`src/rtl/quad_dec_ctrl.sv`:
```
// Quadrature encoder front end: synchronizer, glitch filter, Gray-sequence decoder and position counter.
// Optional index input z_in (clears pos on filtered rising edge) enabled by defining QDEC_INDEX_EN.
module quad_dec_ctrl #(
  parameter int N           = 8,
  parameter int SYNC_STAGES = 2,
  parameter int FILT_LEN    = 4
) (
  input  logic         clk,
  input  logic         reset,
  input  logic         a_in,
  input  logic         b_in,
`ifdef QDEC_INDEX_EN
  input  logic         z_in,
`endif
  input  logic         en,
  input  logic         clr,
  output logic         step,
  output logic         dir,
  output logic         err,
  output logic         valid,
  output logic [N-1:0] pos,
  output logic         max_tick,
  output logic         min_tick
);

`ifdef QDEC_INDEX_EN
  localparam int NCH = 3;
  logic [NCH-1:0] raw;
  assign raw = {z_in, b_in, a_in};
`else
  localparam int NCH = 2;
  logic [NCH-1:0] raw;
  assign raw = {b_in, a_in};
`endif

  localparam int CW = $clog2(FILT_LEN + 1);

  localparam logic [2:0] S00  = 3'b000;
  localparam logic [2:0] S01  = 3'b001;
  localparam logic [2:0] S11  = 3'b011;
  localparam logic [2:0] S10  = 3'b010;
  localparam logic [2:0] INIT = 3'b100;

  function automatic logic [1:0] up_next(input logic [1:0] s);
    case (s)
      2'b00:   up_next = 2'b01;
      2'b01:   up_next = 2'b11;
      2'b11:   up_next = 2'b10;
      default: up_next = 2'b00;
    endcase
  endfunction

  logic [SYNC_STAGES-1:0][NCH-1:0] sync_q;
  logic [NCH-1:0]                  smp;
  logic [NCH-1:0][CW-1:0]          cnt;
  logic [NCH-1:0]                  filt;
  logic [1:0]                      ab;
  logic [2:0]                      state, state_nxt;
  logic                            step_d, dir_d, err_set;
  logic                            idx_clr;

  // Synchronizer stage: SYNC_STAGES-deep shift per channel
  always_ff @(posedge clk or posedge reset) begin
    if (reset) sync_q <= '0;
    else       sync_q <= {sync_q[SYNC_STAGES-2:0], raw};
  end

  assign smp = sync_q[SYNC_STAGES-1];

  // Filter stage: level flips only after FILT_LEN consecutive differing samples
  always_ff @(posedge clk or posedge reset) begin
    if (reset) begin
      cnt  <= '0;
      filt <= '0;
    end else begin
      for (int c = 0; c < NCH; c++) begin
        if (smp[c] == filt[c]) begin
          cnt[c] <= '0;
        end else if (cnt[c] == CW'(FILT_LEN - 1)) begin
          filt[c] <= ~filt[c];
          cnt[c]  <= '0;
        end else begin
          cnt[c] <= cnt[c] + CW'(1);
        end
      end
    end
  end

  assign ab = {filt[0], filt[1]};

`ifdef QDEC_INDEX_EN
  logic z_prev;
  always_ff @(posedge clk or posedge reset) begin
    if (reset) z_prev <= 1'b0;
    else       z_prev <= filt[2];
  end
  assign idx_clr = filt[2] & ~z_prev;
`else
  assign idx_clr = 1'b0;
`endif

  // Decode stage: state always follows the filtered {A,B}, even while disabled
  always_ff @(posedge clk or posedge reset) begin
    if (reset) state <= INIT;
    else       state <= state_nxt;
  end

  always_comb begin
    state_nxt = {1'b0, ab};
  end

  always_comb begin
    step_d  = 1'b0;
    dir_d   = dir;
    err_set = 1'b0;
    if (en && state != INIT && ab != state[1:0]) begin
      if (ab == (state[1:0] ^ 2'b11)) begin
        err_set = 1'b1;
      end else begin
        step_d = 1'b1;
        dir_d  = (ab == up_next(state[1:0]));
      end
    end
  end

  assign valid = (state != INIT);

  // Output stage: registered step/dir, sticky err, position counter
  always_ff @(posedge clk or posedge reset) begin
    if (reset) begin
      step <= 1'b0;
      dir  <= 1'b0;
      err  <= 1'b0;
      pos  <= '0;
    end else begin
      step <= step_d;
      dir  <= dir_d;
      if (clr)          err <= 1'b0;
      else if (err_set) err <= 1'b1;
      if (clr || idx_clr) pos <= '0;
      else if (step)      pos <= dir ? pos + N'(1) : pos - N'(1);
    end
  end

  assign max_tick = &pos;
  assign min_tick = ~|pos;

endmodule

```
`config.mk`:
```
export PLATFORM = sky130hd
export DESIGN_NAME = quad_dec_ctrl
export DESIGN_NICKNAME = d
export VERILOG_FILES = /design/src/rtl/quad_dec_ctrl.sv
export SDC_FILE = /design/constraint.sdc
export NUM_CORES = 1
export LEC_CHECK = 0
export BUFFER_PORTS_ARGS = -buffer_cell sky130_fd_sc_hd__buf_4
export CORE_MARGIN = 2
export CORE_UTILIZATION = 55
export CTS_BUF_LIST = sky130_fd_sc_hd__clkbuf_4 sky130_fd_sc_hd__clkbuf_8 sky130_fd_sc_hd__clkbuf_16
export DETAILED_ROUTE_END_ITERATION = 6
export PLACE_DENSITY = 0.82
export SETUP_SLACK_MARGIN = 0.4
export SLEW_MARGIN = 20
export SYNTH_ARGS = -nofsm -noshare
export SYNTH_HDL_FRONTEND = slang
export SYNTH_SLANG_ARGS = --single-unit
```
`constraint.sdc`:
```
create_clock -name clk -period 2.45 [get_ports clk]
set_input_delay 0.1225 -clock clk [delete_from_list [all_inputs] [get_ports clk]]
set_output_delay 0.1225 -clock clk [all_outputs]
set_load 0.02 [all_outputs]
```
==> flow_summary_export.csv, run 1 <==
group,metric,value,unit
sta,final.setup.tns,0,ns
final_layout,final_layout_size_suffix_gt1_share,23.7,%
clock_tree,cts_root_buf,"clkbuf_4",
critical_path,worstPathRequired,2.67,ns
routing,first_pass_iters,4,
clock_tree,clkSinkCount,26,
logic_synthesis,netlist-cell-type-count,43,
logic_synthesis,post-synth-top-count-cell,"dfrtp_1",
logic_synthesis,yosys-top-cells-count,"dfrtp_1, nor2_1, ha_1",
critical_path,crit_slowest_cell,"dfrtp_2",
critical_path,cp-end-kind,"flip-flop",
logic_synthesis,synth_flop_cell,"dfrtp_1",
placed_design,dpl_cell_area,1540,um2
clock_tree,clockBufferDepth,2,
logic_synthesis,avgSynthCellArea,10.4,um2
power_and_ir_drop,p_per_area,1020,nW/um2
sta,worst_pin_slew,0.943,ns
routing,finalWirelength,2680,um
logic_synthesis,synth_top_area_share,45.5,%
floorplanning,boundaryPins,20,
job,drv_cap,0,
grt,grtUsageTotal,22.4,%
final_layout,final_area,1620,um2
floorplanning,rows,18,
hold_path,hold_class,"input pin to flip-flop",
logic_synthesis,syn-cell-area,1380,um2
clock_tree,cts_made_buffers,3,
sta,hold_viol,0,
clock_tree,htreeDepth,1,
critical_path,startpoint_type,"flip-flop",
placed_design,gp_congestion,0.878,
clock_tree,cts_tree,"built",
routing,viasPerCell,5.84,
routing,wire_per_inst,14.4,um
sta,rsz0062_at_grt,"no",
routing,drt_first_iter_violations,21,
critical_path,crit_family,"compound AO/OA/AOI/OAI gates",
sta,skew,0.00352,ns
critical_path,cp.arrival,2.16,ns
routing,drcViolationCount,0,
sta,drv_slew,0,
logic_synthesis,synthCells,132,
logic_synthesis,synth-edff-count,0,
sta,fmax,515,MHz
floorplanning,dieArea,2920,um2
logic_synthesis,synth_top_area_cell,"dfrtp_1",
critical_path,crit_path_max_incr_delay,0.44,ns
run_status,status,"completed",
logic_synthesis,ys_seq_elements,26,
floorplanning,die_y,54,um
grt,grt_max_degree,27,
power_and_ir_drop,ir_drop,0.614,mV
logic_synthesis,synth.top_cells.by_area,"dfrtp_1, ha_1, nor2_1",
routing,vias,1086,
clock_tree,clk_pin_slew,0.13,ns
floorplanning,start_util,56.5,%
sta,slew-limit-headroom,36.7,%
grt,overflow,0,
power_and_ir_drop,power.leakage,0.758,nW
logic_synthesis,async_flop_share,100,%
floorplanning,core_area,2430,um2
placed_design,place_hpwl,1960,um
grt,grt_pass1_wl,4660,um
routing,ant_nets,0,
grt,grt_pass1_vias,1126,
final_layout,antenna_cells,0,
critical_path,crit_type,"flip-flop to flip-flop",
power_and_ir_drop,power.total,1.65,mW
sta,setup_viol,0,
grt,antenna_found_initial,0,
logic_synthesis,synth_warnings,0,
critical_path,path_buf_inv,1,
final_layout,fin_util,66.4,%
critical_path,cp_max_fo,6,
floorplanning,die_x,54,um
final_layout,areaGrowthSynthToFinish,17.5,%
final_layout,nNetsFinal,172,
critical_path,path_cells,"inv_2 -> ha_1 -> a211oi_2 -> o21bai_1 -> a21oi_1 -> nor4_1 -> a311o_1",
logic_synthesis,syn-num-nets,147,
clock_tree,insertion_delay,0.32,ns
logic_synthesis,ys_seq_area_share,47.4,%
sta,post-route-period-util,79.2,%
sta,post-route-min-period,1.94,ns
placed_design,numPortBuffers,19,
==> timing repair <==
item | CTS | global route
gates resized for setup | 1 | 2
endpoints found under the setup margin | 2 | 1
hold endpoints to repair | 2 | 25
buffers inserted | 1 | 0
hold buffers | 2 | 1
==> registers in the layout, summed over array words and instances (netlist names) <==
name    flops
state       3
sync_q      2
step        1
err         1
filt        2
smp         2
cnt         6
dir         1
pos         8
==> area by class of cell <==
type	instances	area, um2
clock buffers	4	30.0
fillers	198	817
inverters	6	22.5
multi-input cells	97	691
flip-flops and latches	26	654
well taps	30	37.5
repair buffers	23	180
==> layer usage <==
layer | global-route usage, % | routed length [um]
met1 | 23.5 | 1160
met2 | 41.9 | 1370
met3 | 3.89 | 92
met4 | 12.1 | 52
met5 | 0 | 0
==> path summary, 6_finish.rpt <==
| kind | cells past startpoint | slack, ns | end | from |
|---|---|---|---|---|
| worst max register to register | 7 | 0.51 | pos[5] | dir |
| max in group asynchronous | 3 | 1.52 | dir | reset |
| worst max-delay path | 7 | 0.51 | pos[5] | dir |
| worst min register to register | 0 | 0.37 | smp[1] | sync_q[1] |
| min in group asynchronous | 3 | 0.46 | pos[3] | reset |
| worst min-delay path | 2 | 0.05 | pos[7] | clr |
==> worst register-to-register path, delay by kind of cell (launching register included) <==
family / cells / cell delay, ns
and+or+nand+nor: 1 / 0.06
adders and majority gates: 1 / 0.27
AOI/OAI and AO/OA: 4 / 0.96
buffers and inverters: 1 / 0.12
DFF: 1 / 0.44
==> per-stage QoR <==
stage	hold WS, ns	worst slack (ns)	cells
after floorplan	0.154	0.469	132
final	0.0475	0.509	186
after global placement	0.232	0.462	178
after detailed placement	0.234	0.354	178
after global routing	0.0306	0.402	186
after CTS	0.0298	0.516	185
==> power by group <==
part	internal [mW]	switching (mW)	leakage, nW
Combinational	0.360	0.408	0.410
Sequential	0.539	0.144	0.329
Clock	0.0748	0.122	0.0184
Total	0.974	0.673	0.758
==> logic make-up (layout without fill, tap and decap cells) <==
logic type / count (synthesis) / count (layout) / share of synthesized area, %
AND/OR/NAND/NOR: 48 / 48 / 18.8
flip-flops: 26 / 26 / 47.4
multiplexers: 5 / 5 / 4.19
AO/OA/AOI/OAI: 26 / 26 / 12.9
adder cells (fa/ha/maj): 9 / 9 / 8.74
XOR/XNOR: 8 / 8 / 5.10
other: 1 / 1 / 0.273
buffers and inverters: 9 / 33 / 2.55
==> cell usage in the layout (no fill, tap or decap), types with 4 or more instances in the layout <==
cell type	Yosys	routed
nor3_1	4	4
a21oi_1	7	7
nor2_1	12	12
clkbuf_4	0	4
inv_1	6	4
xnor2_1	5	5
ha_1	8	8
nand2_1	7	7
buf_4	0	20
nand3_1	6	6
dfrtp_1	25	23
Note: power is estimated with default switching activity, not from simulation.
==> inputs of run 2 (changes only) <==
ABC_AREA = 1   (was unset)
CORE_UTILIZATION = 50   (was 55)
PLACE_DENSITY = 0.79   (was 0.82)
clock period = 1.6 ns   (was 2.45 ns; I/O delays follow)
==> run 2 against run 1 <==
  * Combinational power rose to 3.8 times the previous value
  * Clock skew rose by 0.0017 ns
  * Worst hold slack improved by 0.10 ns
  * Register-to-register slack got worse by 0.45 ns
  * Largest cell class unchanged
  * Clock-buffer cell count fell by 1
  * Highest routed layer unchanged
  * Sequential cell count did not move
  * First-iteration DRC count rose to 2.7 times the previous value
  * Die area rose by 9.0%
  * Synthesized cell count rose by 17%
  * Global-route usage fell by 2.9 points
==> flow_summary_export.csv, run 2 <==
group,metric,value,unit
run_status,status,"completed",
hold_path,hold_class,"input pin to flip-flop",
routing,dr_wl_met3,149,um
final_layout,mostFrequentLayoutCells,"buf_4, nand2_1, dfrtp_1",
power_and_ir_drop,p_sw,1.97,mW
logic_synthesis,synth_flop_cell,"dfrtp_1",
sta,skew,0.00523,ns
final_layout,largest_reg_flops,8,
floorplanning,start_util,53.9,%
critical_path,crit_path_max_incr_delay,0.46,ns
logic_synthesis,synth_top_area_share,45.6,%
clock_tree,insertion_delay,0.32,ns
final_layout,top_regs,"pos x8, cnt x6, state x3",
routing,first_pass_iters,4,
critical_path,path_cells,"buf_6 -> fa_2 -> inv_2 -> nand2_2 -> nand2_4 -> nand3b_1 -> nand2_1 -> nand2_1 -> nand3_1 -> nand2_1",
final_layout,antenna_cells,0,
routing,ant_nets,0,
sta,rsz0062_at_grt,"yes",
logic_synthesis,async_flop_share,100,%
job,drv_cap,0,
critical_path,cp.arrival,1.78,ns
logic_synthesis,ys_seq_area_share,47.5,%
placed_design,place_hpwl,2010,um
power_and_ir_drop,power.internal,2.54,mW
logic_synthesis,post-synth-top-count-cell,"nand2_1",
placed_design,numPortBuffers,19,
routing,drt_first_iter_violations,56,
sta,post-route-period-util,96.6,%
final_layout,final_area,1940,um2
clock_tree,clk_pin_slew,0.14,ns
grt,grt_pass1_wl,4900,um
critical_path,startpoint,"dir",
hold_path,hold_depth,4,
grt,grt_max_degree,27,
routing,wl_met2,1530,um
logic_synthesis,netlist-cell-type-count,26,
logic_synthesis,syn-num-nets,169,
clock_tree,cts_made_buffers,3,
routing,wire_per_inst,13.5,um
routing,drcViolationCount,0,
power_and_ir_drop,ir_drop,1.75,mV
logic_synthesis,ys_seq_elements,26,
hold_path,worstHoldStart,"en",
sta,setup_viol,0,
final_layout,final_cells,227,
grt,antenna_found_initial,0,
final_layout,final_common_cell,"buf_4",
power_and_ir_drop,power.total,4.51,mW
floorplanning,core_area,2540,um2
logic_synthesis,syn-cell-area,1370,um2
floorplanning,rows,18,
logic_synthesis,synth_top_area_cell,"dfrtp_1",
routing,top_layer,"met4",
sta,fmax,647,MHz
floorplanning,dieArea,3180,um2
critical_path,worstPathRequired,1.83,ns
critical_path,r2r-end,"pos[6]",
final_layout,fin_util,76.2,%
routing,drt-met1-wl,1370,um
power_and_ir_drop,comb_power_share,64.3,%
floorplanning,die_y,56.4,um
logic_synthesis,yosys-top-cells-count,"nand2_1, dfrtp_1, inv_1",
power_and_ir_drop,power.leakage,0.947,nW
critical_path,crit_type,"flip-flop to flip-flop",
sta,post-route-min-period,1.55,ns
floorplanning,boundaryPins,20,
final_layout,nNetsFinal,213,
placed_design,placedCellCount,203,
critical_path,worstRegToRegCells,10,
clock_tree,htreeDepth,1,
sta,drv_slew,0,
grt,grtUsageTotal,19.4,%
logic_synthesis,synth_warnings,0,
floorplanning,die_x,56.4,um
critical_path,cp-end-kind,"flip-flop",
critical_path,cpMostUsedCell,"nand2_1",
sta,final.setup.tns,0,ns
clock_tree,clockBufferDepth,2,
logic_synthesis,synthCells,154,
critical_path,startpoint_type,"flip-flop",
power_and_ir_drop,p_per_area,2320,nW/um2
final_layout,largest-register,"pos",
placed_design,gp_congestion,0.895,
logic_synthesis,synth-edff-count,0,
critical_path,ff2ff_setup_slack,0.05,ns
power_and_ir_drop,seqPwrFrac,25.6,%
placed_design,dpl_cell_area,1630,um2
logic_synthesis,synth.top_cells.by_area,"dfrtp_1, nand2_1, ha_1",
routing,finalWirelength,3070,um
hold_path,min_to,"step",
grt,overflow,0,
routing,viasPerCell,5.17,
power_and_ir_drop,p_sw_share,43.6,%
logic_synthesis,avgSynthCellArea,8.90,um2
sta,hold_viol,0,
critical_path,cp_max_fo,3,
power_and_ir_drop,p_clk_share,10.1,%
grt,grt_pass1_vias,1099,
final_layout,areaGrowthSynthToFinish,41.4,%
critical_path,crit_slowest_cell,"dfrtp_2",
routing,vias,1173,
clock_tree,cts_root_buf,"clkbuf_4",
clock_tree,cts_tree,"built",
clock_tree,clkSinkCount,26,
final_layout,final_layout_size_suffix_gt1_share,42.6,%
critical_path,reg2reg_from,"dir",
-- run 2: how the worst max path moves through the flow --
stage	endpoint
3_3_place_gp	pos[7]
3_5_place_dp	pos[7]
2_1_floorplan	pos[6]
5_1_grt	pos[5]
4_1_cts	pos[5]
6_report	pos[6]
-- run 2: power groups by stage --
stage / sequential (mW) / clock, mW / combinational, mW
CTS: 1.15 / 0.462 / 2.41
global placement: 1.16 / 0 / 2.09
global route: 1.19 / 0.484 / 3.18
floorplan: 1.23 / 0 / 1.53
detailed placement: 1.18 / 0 / 2.18
finish: 1.15 / 0.454 / 2.90
-- run 2: final cells by class --
| type | count | area [um2] |
|---|---|---|
| clock inverters | 1 | 30.0 |
| fillers | 168 | 606 |
| repair buffers | 41 | 340 |
| clock buffers | 3 | 22.5 |
| well taps | 30 | 37.5 |
| multi-input cells | 103 | 758 |
| inverters | 23 | 91.3 |
| flip-flops and latches | 26 | 659 |
-- run 2: routing by layer --
metal,vias to the layer above,GRT usage [%]
li1,579,-
met5,-,0
met3,2,4.84
met2,41,34.5
met1,551,24.2
met4,0,3.40
-- run 2: timing repair --
item | in CTS | in global routing
gates resized for setup | 6 | 26
setup buffers | 7 | 9
hold buffers | 4 | 0
endpoints found under the setup margin | 10 | 12
pin swaps | 3 | 18
endpoints found under the hold margin | 28 | 0
-- run 2: kinds of logic after synthesis --
family                     count (synthesis)  synth area share [%]
muxes                                      2                  1.64
xor gates and xnor gates                   9                  5.75
other                                      1                 0.273
and+or+nand+nor                           72                  24.6
buffers and inverters                     25                  7.39
adders and majority gates                  9                  8.76
AOI/OAI and AO/OA                         10                  4.02
DFF                                       26                  47.5
-- run 2: critical path, delay by kind of cell (launching register included) --
kind | cells | cell delay [ns]
buffers and inverters | 2 | 0.19
adder cells (fa/ha/maj) | 1 | 0.34
flip-flops | 1 | 0.46
AND/OR/NAND/NOR | 7 | 0.45
-- run 2: per-stage QoR --
| step | hold slack, ns | setup WS [ns] |
|---|---|---|
| CTS | 0.142 | 0.0908 |
| detailed placement | 0.162 | 0.0447 |
| global placement | 0.153 | 0.0631 |
| floorplan | 0.111 | 0.137 |
| finish | 0.151 | 0.0547 |
| global route | 0.155 | -0.0405 |
==> inputs of run 3 (changes only) <==
RECOVER_POWER = 25   (was unset)
==> run 3 against run 2 <==
  * Combinational power about the same
  * Maximum frequency about the same
  * Non-clock buffer count unchanged
  * Die area unchanged
  * Sequential share of layout area about the same
  * Final area down 0.13%
  * Global-route usage unchanged
  * Clock skew about the same
  * Largest cell class unchanged
  * Clock-buffer cell count unchanged
  * Via count down 0.68%
  * Total power down 0.14%
  * Clock power about the same
==> flow_summary_export.csv, run 3 (synthesized netlist as in run 2, its figures left out) <==
group,metric,value,unit
sta,worst_pin_slew,0.655,ns
floorplanning,dieArea,3180,um2
grt,grt_pass1_wl,4900,um
clock_tree,htreeDepth,1,
critical_path,worstSetupEndpoint,"pos[6]",
grt,overflow,0,
critical_path,startpoint,"dir",
critical_path,cp-end-kind,"flip-flop",
floorplanning,boundaryPins,20,
final_layout,fillers,169,
grt,grtUsageTotal,19.4,%
grt,grt_max_degree,27,
routing,drt_first_iter_violations,58,
sta,setup_viol,0,
job,drv_cap,0,
clock_tree,insertion_delay,0.32,ns
final_layout,mostFrequentLayoutCells,"buf_4, nand2_1, dfrtp_1",
sta,post-route-period-util,96.6,%
power_and_ir_drop,p_per_area,2320,nW/um2
critical_path,startpoint_type,"flip-flop",
sta,post-route-min-period,1.55,ns
critical_path,reg2reg_from,"dir",
floorplanning,core_area,2540,um2
clock_tree,cts_made_buffers,3,
critical_path,cp_max_fo,3,
clock_tree,cts_root_buf,"clkbuf_4",
power_and_ir_drop,power.leakage,0.946,nW
final_layout,largest_reg_flops,8,
final_layout,top_regs,"pos x8, cnt x6, state x3",
sta,final.setup.tns,0,ns
hold_path,hold_class,"input pin to flip-flop",
routing,vias,1165,
final_layout,antenna_cells,0,
placed_design,numPortBuffers,19,
sta,rsz0062_at_grt,"yes",
critical_path,worstPathRequired,1.83,ns
power_and_ir_drop,ir_drop,1.75,mV
placed_design,gp_congestion,0.895,
routing,finalWirelength,3050,um
grt,grt_pass1_vias,1099,
routing,drcViolationCount,0,
floorplanning,die_x,56.4,um
routing,ant_nets,0,
routing,first_pass_iters,4,
final_layout,areaGrowthSynthToFinish,41.2,%
clock_tree,clk_pin_slew,0.14,ns
critical_path,crit_type,"flip-flop to flip-flop",
sta,drv_slew,0,
critical_path,r2r-end,"pos[6]",
final_layout,final_common_cell,"buf_4",
critical_path,ff2ff_setup_slack,0.05,ns
sta,skew,0.00541,ns
floorplanning,rows,18,
sta,fmax,647,MHz
clock_tree,cts_tree,"built",
grt,antenna_found_initial,0,
run_status,status,"completed",
placed_design,place_hpwl,2010,um
floorplanning,start_util,53.9,%
final_layout,largest-register,"pos",
floorplanning,die_y,56.4,um
critical_path,worstRegToRegCells,10,
routing,wire_per_inst,13.4,um
final_layout,fin_util,76.1,%
clock_tree,clockBufferDepth,2,
critical_path,cp.arrival,1.78,ns
final_layout,nNetsFinal,213,
clock_tree,clkSinkCount,26,
sta,slew-limit-headroom,56.4,%
sta,hold_viol,0,
final_layout,final_layout_size_suffix_gt1_share,42.6,%
routing,viasPerCell,5.13,
-- run 3: metal layers --
metal | vias to the layer above | track usage, % | routed length, um | share of wire (%)
li1 | 578 | - | - | -
met1 | 543 | 24.2 | 1350 | 44
met4 | 0 | 3.40 | 14 | 0.46
met3 | 2 | 4.84 | 159 | 5.2
met5 | - | 0 | 0 | 0
met2 | 42 | 34.5 | 1520 | 50
-- run 3: worst min-delay path by stage --
stage                      from         to  slack, ns  cells past startpoint
after global placement    reset     pos[2]       0.15                      3
after floorplan            a_in  sync_q[0]       0.11                      0
after global routing         en        err       0.15                      4
after detailed placement  reset     pos[2]       0.16                      3
final                        en       step       0.15                      4
after CTS                    en       step       0.14                      4
-- run 3: cell type report --
class | count | area [um2] | area share [%]
inverter | 23 | 91.3 | 4.72
timing repair buffer | 41 | 338 | 17.4
tap | 30 | 37.5 | 1.94
multi-input combinational | 103 | 758 | 39.1
clock inverter | 1 | 30.0 | 1.55
clock buffer | 3 | 22.5 | 1.16
sequential | 26 | 659 | 34.0
-- run 3: timing repair --
| item | 4_1_cts | 5_1_grt |
|---|---|---|
| hold buffers | 4 | 0 |
| hold endpoints to repair | 28 | 0 |
| buffers inserted | 7 | 9 |
| setup endpoints to repair | 10 | 12 |
| pin swaps | 3 | 18 |
| gates resized for setup | 6 | 26 |
-- run 3: through the flow --
stage | total power [mW] | area (um2) | hold WS, ns | instances | worst slack (ns)
floorplan | 2.77 | 1450 | 0.111 | 154 | 0.137
global placement | 3.25 | 1630 | 0.153 | 203 | 0.0631
detailed placement | 3.36 | 1630 | 0.162 | 203 | 0.0447
CTS | 4.01 | 1800 | 0.142 | 218 | 0.0908
global route | 4.85 | 1940 | 0.155 | 227 | -0.0405
finish | 4.50 | 1940 | 0.151 | 227 | 0.0548
-- run 3: where the power goes --
| group | switching, mW | internal (mW) |
|---|---|---|
| logic | 1.49 | 1.41 |
| registers | 0.275 | 0.879 |
| clock network | 0.200 | 0.253 |
| total | 1.96 | 2.54 |
-- run 3: critical path, stage by stage, from the launching register on --
cell and delay, ns:
dfrtp_2 0.47, buf_6 0.13, fa_2 0.34, inv_2 0.06, nand2_2 0.05, nand2_4 0.07
nand3b_1 0.09, nand2_1 0.07, nand2_1 0.05, nand3_1 0.07, nand2_1 0.05
